$ cat src/rtl/airlock_controller.sv
// Airlock door/pump sequencer (Moore FSM) sitting in front of the pressure stage.
// Optional dwell-based automatic door close when AIRLOCK_AUTO_CLOSE_EN is defined.
module airlock_controller #(
   parameter logic [7:0] PRES_HIGH         = 8'd40,
   parameter logic [7:0] PRES_LOW          = 8'd0,
`ifdef AIRLOCK_AUTO_CLOSE_EN
   parameter logic [7:0] AUTO_CLOSE_CYCLES = 8'd16,
`endif
   parameter logic [7:0] TIMEOUT_CYCLES    = 8'd60
) (
   input  logic       clock,
   input  logic       reset,
   input  logic [7:0] pressure,
   input  logic       requestInner,
   input  logic       requestOuter,
   input  logic       closeDoor,
   output logic       startPressurization,
   output logic       startDepressurization,
   output logic       innerDoorOpen,
   output logic       outerDoorOpen,
   output logic       fault,
   output logic [2:0] state
);

   typedef enum logic [2:0] {
      PRES_CLOSED = 3'd0,
      INNER_OPEN  = 3'd1,
      DEPRESS     = 3'd2,
      VAC_CLOSED  = 3'd3,
      OUTER_OPEN  = 3'd4,
      PRESS       = 3'd5,
      FAULT_ST    = 3'd6
   } state_t;

   state_t     state_r;
   state_t     state_nxt_s;
   logic [7:0] tmo_r;
   logic       tmo_hit_s;
   logic       auto_close_s;
   logic       press_r;
   logic       depress_r;
   logic       inner_r;
   logic       outer_r;
   logic       fault_r;

   assign tmo_hit_s = (tmo_r == (TIMEOUT_CYCLES - 8'd1));

`ifdef AIRLOCK_AUTO_CLOSE_EN
   logic [7:0] dwell_r;

   // Dwell counter: runs only while a door is open, zero otherwise.
   always_ff @(posedge clock or posedge reset) begin
      if (reset) begin
         dwell_r <= 8'd0;
      end else if ((state_r == INNER_OPEN) || (state_r == OUTER_OPEN)) begin
         if (dwell_r != 8'hFF) begin
            dwell_r <= dwell_r + 8'd1;
         end else begin
            dwell_r <= dwell_r;
         end
      end else begin
         dwell_r <= 8'd0;
      end
   end

   assign auto_close_s = (dwell_r == (AUTO_CLOSE_CYCLES - 8'd1));
`else
   assign auto_close_s = 1'b0;
`endif

   // Pump timeout counter: zero outside pump states, so it is clear on entry.
   always_ff @(posedge clock or posedge reset) begin
      if (reset) begin
         tmo_r <= 8'd0;
      end else if ((state_r == DEPRESS) || (state_r == PRESS)) begin
         if (tmo_r != 8'hFF) begin
            tmo_r <= tmo_r + 8'd1;
         end else begin
            tmo_r <= tmo_r;
         end
      end else begin
         tmo_r <= 8'd0;
      end
   end

   // Next-state logic; threshold checks take priority over the timeout.
   always_comb begin
      state_nxt_s = state_r;
      case (state_r)
         PRES_CLOSED: begin
            if (requestInner) begin
               if (pressure >= PRES_HIGH) begin
                  state_nxt_s = INNER_OPEN;
               end else begin
                  state_nxt_s = PRESS;
               end
            end else if (requestOuter) begin
               state_nxt_s = DEPRESS;
            end else begin
               state_nxt_s = PRES_CLOSED;
            end
         end
         INNER_OPEN: begin
            if (closeDoor || auto_close_s) begin
               state_nxt_s = PRES_CLOSED;
            end else begin
               state_nxt_s = INNER_OPEN;
            end
         end
         DEPRESS: begin
            if (pressure <= PRES_LOW) begin
               state_nxt_s = OUTER_OPEN;
            end else if (tmo_hit_s) begin
               state_nxt_s = FAULT_ST;
            end else begin
               state_nxt_s = DEPRESS;
            end
         end
         VAC_CLOSED: begin
            if (requestOuter) begin
               state_nxt_s = OUTER_OPEN;
            end else if (requestInner) begin
               state_nxt_s = PRESS;
            end else begin
               state_nxt_s = VAC_CLOSED;
            end
         end
         OUTER_OPEN: begin
            if (closeDoor || auto_close_s) begin
               state_nxt_s = VAC_CLOSED;
            end else begin
               state_nxt_s = OUTER_OPEN;
            end
         end
         PRESS: begin
            if (pressure >= PRES_HIGH) begin
               state_nxt_s = INNER_OPEN;
            end else if (tmo_hit_s) begin
               state_nxt_s = FAULT_ST;
            end else begin
               state_nxt_s = PRESS;
            end
         end
         FAULT_ST: state_nxt_s = FAULT_ST;
         default:  state_nxt_s = FAULT_ST;
      endcase
   end

   // State and output registers; outputs decode the next state so they track state_r.
   always_ff @(posedge clock or posedge reset) begin
      if (reset) begin
         state_r   <= PRES_CLOSED;
         press_r   <= 1'b0;
         depress_r <= 1'b0;
         inner_r   <= 1'b0;
         outer_r   <= 1'b0;
         fault_r   <= 1'b0;
      end else begin
         state_r   <= state_nxt_s;
         press_r   <= (state_nxt_s == PRESS);
         depress_r <= (state_nxt_s == DEPRESS);
         inner_r   <= (state_nxt_s == INNER_OPEN);
         outer_r   <= (state_nxt_s == OUTER_OPEN);
         fault_r   <= (state_nxt_s == FAULT_ST);
      end
   end

   assign state                 = state_r;
   assign startPressurization   = press_r;
   assign startDepressurization = depress_r;
   assign innerDoorOpen         = inner_r;
   assign outerDoorOpen         = outer_r;
   assign fault                 = fault_r;

endmodule

$ cat config.mk
export PLATFORM = sky130hd
export DESIGN_NAME = airlock_controller
export DESIGN_NICKNAME = d
export VERILOG_FILES = /design/src/rtl/airlock_controller.sv
export SDC_FILE = /design/constraint.sdc
export NUM_CORES = 1
export LEC_CHECK = 0
export ABC_AREA = 1
export CAP_MARGIN = 30
export CORE_UTILIZATION = 60
export CTS_BUF_LIST = sky130_fd_sc_hd__clkbuf_4
export DETAILED_ROUTE_END_ITERATION = 12
export DONT_BUFFER_PORTS = 1
export PLACE_DENSITY = 0.84
export SLEW_MARGIN = 20
export SYNTH_ARGS = -nofsm -noshare
export SYNTH_HDL_FRONTEND = slang
export SYNTH_SLANG_ARGS = --single-unit
export TNS_END_PERCENT = 50
$ cat constraint.sdc
create_clock -name clock -period 1.75 [get_ports clock]
set_input_delay 0.2625 -clock clock [delete_from_list [all_inputs] [get_ports clock]]
set_output_delay 0.2625 -clock clock [all_outputs]
set_load 0.005 [all_outputs]
**Word-level counts from Yosys, hierarchy flattened**

Index checks and enable logic that the tools add are counted.

- Register bits after elaboration: 16
- Output and inout port bits: 8
- Input port bits: 13

- Reduce and logical (&&, ||, !) cells: 2
- Mux-type cells: 14
- Magnitude comparators: 2
- $add $sub $neg: 1
- Equality and inequality tests: 13

Operators by type and width:

| operator | count |
|---|---|
| 3-bit two-way mux | 8 |
| 3-bit one-hot mux with 6 select lines | 1 |
| 8-bit two-way mux | 2 |
| 3-bit equality test, second input constant | 5 |
| 3-bit by 2-bit equality test with 1-bit output, second input constant | 3 |
| 8-bit by 1-bit adder with 8-bit output, second input constant | 1 |
| 8-bit by 6-bit equality test with 1-bit output, second input constant | 1 |
| 8-bit by 6-bit greater-or-equal comparator with 1-bit output, second input constant | 1 |
| 8-bit by 1-bit less-or-equal comparator with 1-bit output, second input constant | 1 |
| 8-bit inequality test, second input constant | 1 |
| 3-bit by 1-bit equality test with 1-bit output, second input constant | 2 |
| 2-bit two-way mux | 2 |
| 3-bit zero test | 1 |
| 2-bit by 1-bit inequality test with 1-bit output, second input constant | 1 |
| 1-bit logical OR | 1 |
| 1-bit two-way mux | 1 |

**Depth between registers and ports, before layout**

Gate-level depths: netlist of run 1.

- Word-level depth: 5
- Gate-level depth with buffers: 10
- Mapped depth without buffers: 10

**Worst setup path before layout of run 1**

Ideal clock, no wire load.

- Path type: flip-flop to flip-flop
- Start point: register tmo_r[0]
- End point: register tmo_r[0]
- Arrival: 1.171 ns
- Path slack: 0.455 ns
- Path buffers: 0
- Clock period less this slack: 1.295 ns
- Data required time: 1.626 ns
- Stages on the path, launching flop included: 9
- Path through: dfrtp_1 > ha_1 > nand3_2 > nor2_2 > nand2_1 > clkinv_2 > nand2_4 > o21ai_0 > a21oi_1

- Longest elaborated chain between the ends: 3
- Elaborated cells between the ends (all ways): 5

Ends and longest elaborated chain:

| item | RTL line | source |
|---|---|---|
| from (decl) | 37 | `logic [7:0] tmo_r;` |
| from (signal assigned) | 77 | `tmo_r <= tmo_r + 8'd1;` |
| from (signal assigned) | 79 | `tmo_r <= tmo_r;` |
| 8-bit by 1-bit adder with 8-bit output | 77 |  |
| 8-bit two-way mux | 76 | `if (tmo_r != 8'hFF) begin` |
| 8-bit two-way mux | 75 | `end else if ((state_r == DEPRESS) \|\| (state_r == PRESS)) begin` |

Several ways; a longest one is shown, not always the timed one. The select of a mux whose other input is x is not followed.
A chain may end at the register's enable or synchronous reset.

**Worst setup path after layout of run 1**

Same ends and word-level chain as after synthesis.

==> flow_summary.json, run 1 <==
{
  "antenna_found_initial": 0,
  "rsz0062_at_grt": "false",
  "worstSetupEndpointType": "flop",
  "die_h_microns": 42.0,
  "cts_root_buf": "clkbuf_4",
  "fin_crit_sh": 0.828,
  "syn_inst": 134,
  "port_buffers": 0,
  "synth_compound_area_frac": 0.0809,
  "syn_area_sq_um": 958,
  "routedWlPerCell_microns": 11.4,
  "drv_cap": 0,
  "tightest_slew_ns": 0.598,
  "grt_pass1_vias": 756,
  "clock_skew_ns": 0.0101,
  "synth_commonest_cells": "nand2_1, nor2_1, inv_1",
  "clock-sinks": 16,
  "finalInstanceArea_sq_um": 1010,
  "synth.most_common_cell": "nand2_1",
  "layout.nets": 154,
  "cts-resized-gates": 0,
  "ys_seq_area_frac": 0.418,
  "grt_pass1_wl_microns": 3110,
  "tritoncts": "yes",
  "yosys-top-cells-area": "dfrtp_1, nand2_1, nor2_1, inv_1, nand3_2",
  "critical_path_required_ns": 1.91,
  "yosys.area.top_type": "dfrtp_1",
  "worstPathMaxFanout": 7,
  "synth.distinct_cells": 18,
  "grt_max_degree": 17,
  "synth_top_family_by_area": "simple AND/OR/NAND/NOR gates",
  "io_pins": 21,
  "synthAdderAreaFrac": 0.0131,
  "period_needed_ns": 1.45,
  "overflow": 0,
  "setup_violations": 0,
  "clk_pin_slew_worst_paths_ns": 0.09,
  "status": "finished clean",
  "initial_core_util": 0.636,
  "synth_xor_area_frac": 0.00914,
  "dpl-instance-area_sq_um": 978,
  "yosys_register_bits": 16,
  "die_width_microns": 42.0,
  "slew_headroom": 0.601,
  "fp.coreArea_sq_um": 1510,
  "syn_avg_cell_area_sq_um": 7.15,
  "ir_drop_uv": 607,
  "synth-simple-area-share": 0.388,
  "cts_setup_buffers": 0,
  "hold_path_class": "in2reg",
  "drt_pass1_iterations": 4,
  "slew_viol_final": 0,
  "synth-main-ff-cell": "dfrtp_1",
  "htreeDepth": 1,
  "power_leakage_nw": 0.535,
  "viasPerCell": 5.15,
  "final_hold_viol_count": 0,
  "rows": 14,
  "hpwlAfterDp_microns": 1390,
  "placed_cells": 150,
  "gp_congestion": 0.802,
  "muxShareOfSynthArea": 0,
  "arrival_ns": 1.61,
  "drtIter0Drc": 24,
  "layout.cells.non_filler": 155,
  "async_flop_share": 1.00,
  "area_growth_pct": 5.87,
  "setup-tns-final_ns": 0,
  "start_kind": "flop",
  "track_usage": 0.235,
  "layout-drive-gt1-share": 0.165,
  "cts_made_buffers": 3,
  "synth-edff-count": 0,
  "path_class": "reg2reg",
  "drc": 0,
  "clockBufferDepth": 2,
  "antenna_cells": 0,
  "die_area_sq_um": 1760,
  "clk_latency_ns": 0.28,
  "num_vias": 798,
  "finalWirelength_microns": 1760,
  "syn_nets": 148,
  "ant_nets": 0,
  "max_freq_mhz": 690,
  "synth_top_cell_area_share": 0.418,
  "yosys_warnings": 0,
  "power_mw": 0.585,
  "power.density_nw_per_um2": 577
}
## sequential cells by signal, summed over array words and instances, names as in the netlist
name	flops
tmo_r	8
state	3
fault	1
innerDoorOpen	1
outerDoorOpen	1
startDepressurization	1
startPressurization	1
## metrics by stage
| stage | setup slack [ns] | utilization | hold WS, ns |
|---|---|---|---|
| finish | 0.300 | 0.674 | 0.273 |
| global route | 0.195 | 0.674 | 0.284 |
| CTS | 0.311 | 0.674 | 0.266 |
| detailed placement | 0.332 | 0.650 | 0.253 |
| global placement | 0.363 | 0.650 | 0.241 |
| floorplan | 0.455 | - | 0.176 |
## area by class of cell
cell class	count	area [sq um]
clock inverter	1	3.75
multi-input combinational	95	470
tap	16	20.0
clock buffer	3	22.5
timing repair buffer	1	10.0
inverter	23	87.6
fill	123	492
sequential	16	400
## power breakdown
| group | switching, mW | internal (mW) |
|---|---|---|
| registers | 0 | 0.369 |
| logic | 0.0136 | 0.00500 |
| clock network | 0.115 | 0.0826 |
| total | 0.128 | 0.457 |
## final timing paths
check | start | to | slack, ns | depth (start not counted)
setup / recovery | tmo_r[0] | tmo_r[0] | 0.30 | 8
hold / removal | requestOuter | state[0] | 0.27 | 3
setup reg to reg | tmo_r[0] | tmo_r[0] | 0.30 | 8
hold reg to reg | tmo_r[0] | tmo_r[0] | 0.51 | 1
max in group asynchronous | reset | innerDoorOpen | 0.87 | 2
min in group asynchronous | reset | startPressurization | 0.48 | 2
## worst max-delay path, cell delays in order (launching register included)
cell and delay (ns):
dfrtp_1 0.40, ha_1 0.27, nand3_2 0.11, nor2_2 0.13, nand2_1 0.08, clkinv_2 0.07
nand2_4 0.07, o21ai_0 0.15, a21oi_1 0.06
## kinds of logic after synthesis
group | count (synthesis)
buffers and inverters | 23
adder cells (fa/ha/maj) | 1
AO/OA/AOI/OAI | 14
XOR/XNOR | 1
flip-flops | 16
AND/OR/NAND/NOR | 79
## cells in the final DEF (no fill, tap or decap)
cell type | synthesis | final
o21ai_0 | 3 | 3
nand2_2 | 1 | 1
ha_1 | 1 | 1
clkbuf_4 | 0 | 3
inv_1 | 18 | 18
xor2_1 | 1 | 1
clkinv_2 | 1 | 1
o21ai_1 | 3 | 3
nand2_1 | 35 | 35
nor2_1 | 21 | 21
clkinv_1 | 0 | 1
nor2_2 | 6 | 6
nand3_2 | 6 | 6
inv_2 | 4 | 4
dlygate4sd3_1 | 0 | 1
a211oi_2 | 1 | 1
nand2_4 | 1 | 1
nand3_1 | 8 | 8
a21oi_1 | 7 | 7
nand4_1 | 1 | 1
dfrtp_1 | 16 | 16
## routing by layer
metal | share of wire | vias up | global-route usage
met5 | 0 | - | 0
met4 | 0.0045 | 0 | 0.0903
met3 | 0.035 | 2 | 0.0478
met2 | 0.49 | 15 | 0.384
met1 | 0.47 | 360 | 0.305
li1 | - | 421 | -
## timing repair
item / CTS / global route
hold buffers: 1 / 0
hold endpoints to repair: 16 / 0
endpoints found under the setup margin: 0 / 0
(Power assumes the default switching activity.)
==> run 2: changes to the inputs <==
- clock period: 1.75 -> 1.4 ns (I/O delays scaled with it)
==> flow_summary.json, run 2 (synthesis gave the netlist of run 1 again) <==
{
  "grt_pass1_vias": 832,
  "clk_pin_slew_worst_paths_ns": 0.09,
  "io_pins": 21,
  "cts_root_buf": "clkbuf_4",
  "cts_made_buffers": 3,
  "drc": 0,
  "arrival_ns": 1.60,
  "track_usage": 0.247,
  "grt_max_degree": 17,
  "slew_viol_final": 0,
  "hold_path_class": "in2reg",
  "dp_worst_setup_slack_ns": -0.0129,
  "ant_nets": 0,
  "cp.buffers_inverters": 1,
  "tightest_slew_ns": 0.606,
  "period_needed_ns": 1.43,
  "final_cell_mix": "nand2_1, nor2_1, inv_1",
  "start_kind": "flop",
  "fp.coreArea_sq_um": 1510,
  "clk_latency_ns": 0.28,
  "overflow": 0,
  "setup-tns-final_ns": -0.0330,
  "gp_congestion": 0.823,
  "drt_pass1_iterations": 4,
  "worstPathMaxFanout": 7,
  "initial_core_util": 0.636,
  "die_area_sq_um": 1760,
  "drtIter0Drc": 24,
  "die_width_microns": 42.0,
  "rows": 14,
  "clock-sinks": 16,
  "grt_use_met3": 0.0913,
  "ir_drop_uv": 735,
  "max_freq_mhz": 698,
  "setup_ws_ns": -0.0330,
  "status": "finished, violations left",
  "power_leakage_nw": 0.551,
  "final_common_cell": "nand2_1",
  "slew_headroom": 0.596,
  "clock_skew_ns": 0.0139,
  "antenna_found_initial": 0,
  "rsz0062_at_grt": "true",
  "busiest_layer": "met2",
  "htreeDepth": 1,
  "antenna_cells": 0,
  "clockBufferDepth": 2,
  "critical_path_required_ns": 1.57,
  "final_hold_viol_count": 0,
  "area_growth_pct": 18.0,
  "layout-drive-gt1-share": 0.269,
  "finalWirelength_microns": 2200,
  "viasPerCell": 5.40,
  "path_class": "reg2reg",
  "violations": "setup timing",
  "drv_cap": 0,
  "port_buffers": 0,
  "num_vias": 870,
  "path_cells": "ha_4 > nand3_4 > nor2_4 > nand2_2 > inv_4 > nand2_8 > o21ai_1 > a21oi_1",
  "layout.nets": 160,
  "crit_path_max_incr_delay_ns": 0.42,
  "grtUsageMet2": 0.403,
  "largest_reg_flops": 8,
  "grt_pass1_wl_microns": 3270,
  "worstSetupEndpointType": "flop",
  "placed_cells": 153,
  "fin_crit_sh": 1.02,
  "layout.cells.non_filler": 161,
  "hpwlAfterDp_microns": 1500,
  "power.density_nw_per_um2": 638,
  "grt_use_met1": 0.314,
  "routedWlPerCell_microns": 13.6,
  "crit_path_top_delay_cell": "dfrtp_1",
  "cp_top_family": "flip-flops",
  "die_h_microns": 42.0,
  "tritoncts": "yes",
  "top_register": "tmo_r",
  "setup_violations": 1
}
run 2: final timing paths:
| path | startpoint | to | slack (ns) | cells after the start |
|---|---|---|---|---|
| max | tmo_r[0] | tmo_r[0] | -0.03 | 8 |
| min reg2reg | tmo_r[5] | tmo_r[5] | 0.56 | 2 |
| max reg2reg | tmo_r[0] | tmo_r[0] | -0.03 | 8 |
| min in group asynchronous | reset | tmo_r[0] | 0.44 | 2 |
| max in group asynchronous | reset | state[2] | 0.52 | 2 |
| min | requestOuter | state[0] | 0.24 | 3 |
run 2: cell type report:
class | count | area, sq um
Timing Repair Buffer | 7 | 55.1
Fill cell | 105 | 375
Inverter | 23 | 91.3
Tap cell | 16 | 20.0
Sequential cell | 16 | 403
Clock buffer | 3 | 22.5
Clock inverter | 1 | 3.75
Multi-Input combinational cell | 95 | 536
run 2: worst reg2reg max path, stage by stage, from the launching register on:
cell,delay [ns]
dfrtp_1,0.42
ha_4,0.19
nand3_4,0.09
nor2_4,0.14
nand2_2,0.07
inv_4,0.08
nand2_8,0.07
o21ai_1,0.17
a21oi_1,0.09
run 2: repair_timing:
action / CTS / global route
endpoints found under the hold margin: 16 / 0
hold buffers: 1 / 0
pin swaps: 1 / 4
setup buffers: 0 / 3
endpoints found under the setup margin: 4 / 10
resized for setup: 2 / 17
run 2: layer usage:
| metal | routed length, microns | vias to the layer above |
|---|---|---|
| met5 | 0 | - |
| met4 | 23 | 0 |
| met3 | 77 | 2 |
| met2 | 1140 | 16 |
| met1 | 956 | 413 |
| li1 | - | 439 |
run 2: metrics by stage:
stage	instance area (sq um)	hold slack, ns	power, mW	utilization
floorplan	958	0.124	0.488	-
global placement	1000	0.188	0.492	0.664
detailed placement	1000	0.193	0.493	0.664
CTS	1050	0.219	0.731	0.697
global route	1130	0.238	0.752	0.751
finish	1130	0.241	0.721	0.751
run 2: power breakdown:
part,total (mW),switching [mW],internal [mW]
Sequential,0.462,0,0.462
Clock,0.236,0.132,0.103
Combinational,0.0239,0.0177,0.00627
==> run 3: changes to the inputs <==
- CORE_UTILIZATION: 60 -> 40
- CTS_CLUSTER_DIAMETER: default -> 50
- HOLD_SLACK_MARGIN: default -> 0.05
- PLACE_DENSITY: 0.84 -> 0.62
==> flow_summary.json, run 3 (synthesis gave the netlist of run 1 again) <==
{
  "status": "finished clean",
  "clk_pin_slew_worst_paths_ns": 0.09,
  "period_needed_ns": 1.36,
  "clock_skew_ns": 0.00188,
  "die_h_microns": 51.0,
  "layout-drive-gt1-share": 0.333,
  "power_leakage_nw": 0.562,
  "cp.buffers_inverters": 2,
  "start_kind": "flop",
  "ir_drop_uv": 429,
  "slew_headroom": 0.602,
  "clock-sinks": 16,
  "final_common_cell": "nand2_1",
  "die_area_sq_um": 2600,
  "finalInstanceArea_sq_um": 1200,
  "fin_util": 0.539,
  "hold_path_class": "in2reg",
  "antenna_cells": 0,
  "io_pins": 21,
  "tritoncts": "yes",
  "cts_root_buf": "clkbuf_4",
  "drt_pass1_iterations": 4,
  "max_freq_mhz": 734,
  "path_cells": "ha_4 > nand3_4 > nor2_4 > nand2_2 > inv_4 > nand2_8 > inv_4 > nand2_2 > a21oi_2",
  "clk_latency_ns": 0.28,
  "final_cell_mix": "nand2_1, inv_1, nor2_1",
  "tightest_slew_ns": 0.596,
  "critical_path_required_ns": 1.61,
  "worstPathMaxFanout": 7,
  "fin_crit_sh": 0.973,
  "top_register": "tmo_r",
  "crit_path_max_incr_delay_ns": 0.41,
  "antenna_found_initial": 0,
  "initial_core_util": 0.429,
  "drc": 0,
  "arrival_ns": 1.58,
  "viasPerCell": 4.95,
  "cts_made_buffers": 3,
  "drtIter0Drc": 15,
  "drv_cap": 0,
  "final_hold_viol_count": 0,
  "setup_ws_ns": 0.0375,
  "dpl-instance-area_sq_um": 1020,
  "num_vias": 867,
  "rsz0062_at_grt": "true",
  "port_buffers": 0,
  "layout.nets": 162,
  "gp_congestion": 0.815,
  "dp_worst_setup_slack_ns": 0.0276,
  "finalWirelength_microns": 1970,
  "htreeDepth": 1,
  "rows": 17,
  "hpwlAfterDp_microns": 1440,
  "largest_reg_flops": 8,
  "crit_path_top_delay_cell": "dfrtp_1",
  "grt_pass1_vias": 844,
  "worstSetupEndpointType": "flop",
  "grt_max_degree": 17,
  "routedWlPerCell_microns": 11.3,
  "cp_top_family": "simple AND/OR/NAND/NOR gates",
  "die_width_microns": 51.0,
  "track_usage": 0.167,
  "power_mw": 0.727,
  "setup_violations": 0,
  "grt_pass1_wl_microns": 3290,
  "fp.coreArea_sq_um": 2230,
  "area_growth_pct": 25.7,
  "nFillCells": 210,
  "clockBufferDepth": 2,
  "ant_nets": 0,
  "whs_ns": 0.235,
  "power.density_nw_per_um2": 603,
  "overflow": 0,
  "slew_viol_final": 0,
  "path_class": "reg2reg"
}
[run 3: changes by cell type in the layout (fill, tap and decap cells not counted), sizes merged]
| cell | previous run | this run |
|---|---|---|
| buf | 6 | 8 |
[run 3: worst min-delay path, cell delays in order]
cell     delay, ns
nand3_2       0.07
nand2_1       0.06
inv_1         0.03
nand4_1       0.10
[run 3: worst paths after layout]
path	cells after the start	startpoint	to	slack [ns]
setup / recovery	9	tmo_r[1]	tmo_r[1]	0.04
hold / removal	4	closeDoor	state[1]	0.23
hold reg to reg	2	tmo_r[5]	tmo_r[5]	0.57
max in group asynchronous	2	reset	state[0]	0.55
setup reg to reg	9	tmo_r[1]	tmo_r[1]	0.04
min in group asynchronous	2	reset	innerDoorOpen	0.43
[run 3: where the power goes]
group	switching (mW)	internal, mW
clock network	0.138	0.103
logic	0.0170	0.00626
registers	0	0.462
total	0.155	0.571
[run 3: metal layers]
metal / vias up / part of all wire / GRT usage
met5: - / 0 / 0
met4: 0 / 0.014 / 0.0741
met3: 4 / 0.054 / 0.0298
met2: 21 / 0.49 / 0.279
met1: 402 / 0.44 / 0.209
li1: 440 / - / -
[run 3: metrics by stage]
stage          TNS (ns)  instances
2_1_floorplan         0        134
3_3_place_gp          0        166
3_5_place_dp          0        166
4_1_cts               0        171
5_1_grt          -0.219        175
6_report              0        175
[run 3: final cells by class]
class	instances	area, sq um	share of cell area
Timing Repair Buffer	9	70.1	0.0582
Clock inverter	1	3.75	0.00312
Inverter	23	91.3	0.0758
Tap cell	28	35.0	0.0291
Multi-Input combinational cell	95	578	0.480
Sequential cell	16	404	0.335
Clock buffer	3	22.5	0.0187
[run 3: timing repair]
| item | 4_1_cts | 5_1_grt |
|---|---|---|
| resized for setup | 1 | 31 |
| pin swaps | 0 | 12 |
| endpoints found under the hold margin | 16 | 0 |
| hold buffers | 1 | 0 |
| setup buffers | 0 | 4 |
| endpoints found under the setup margin | 1 | 10 |
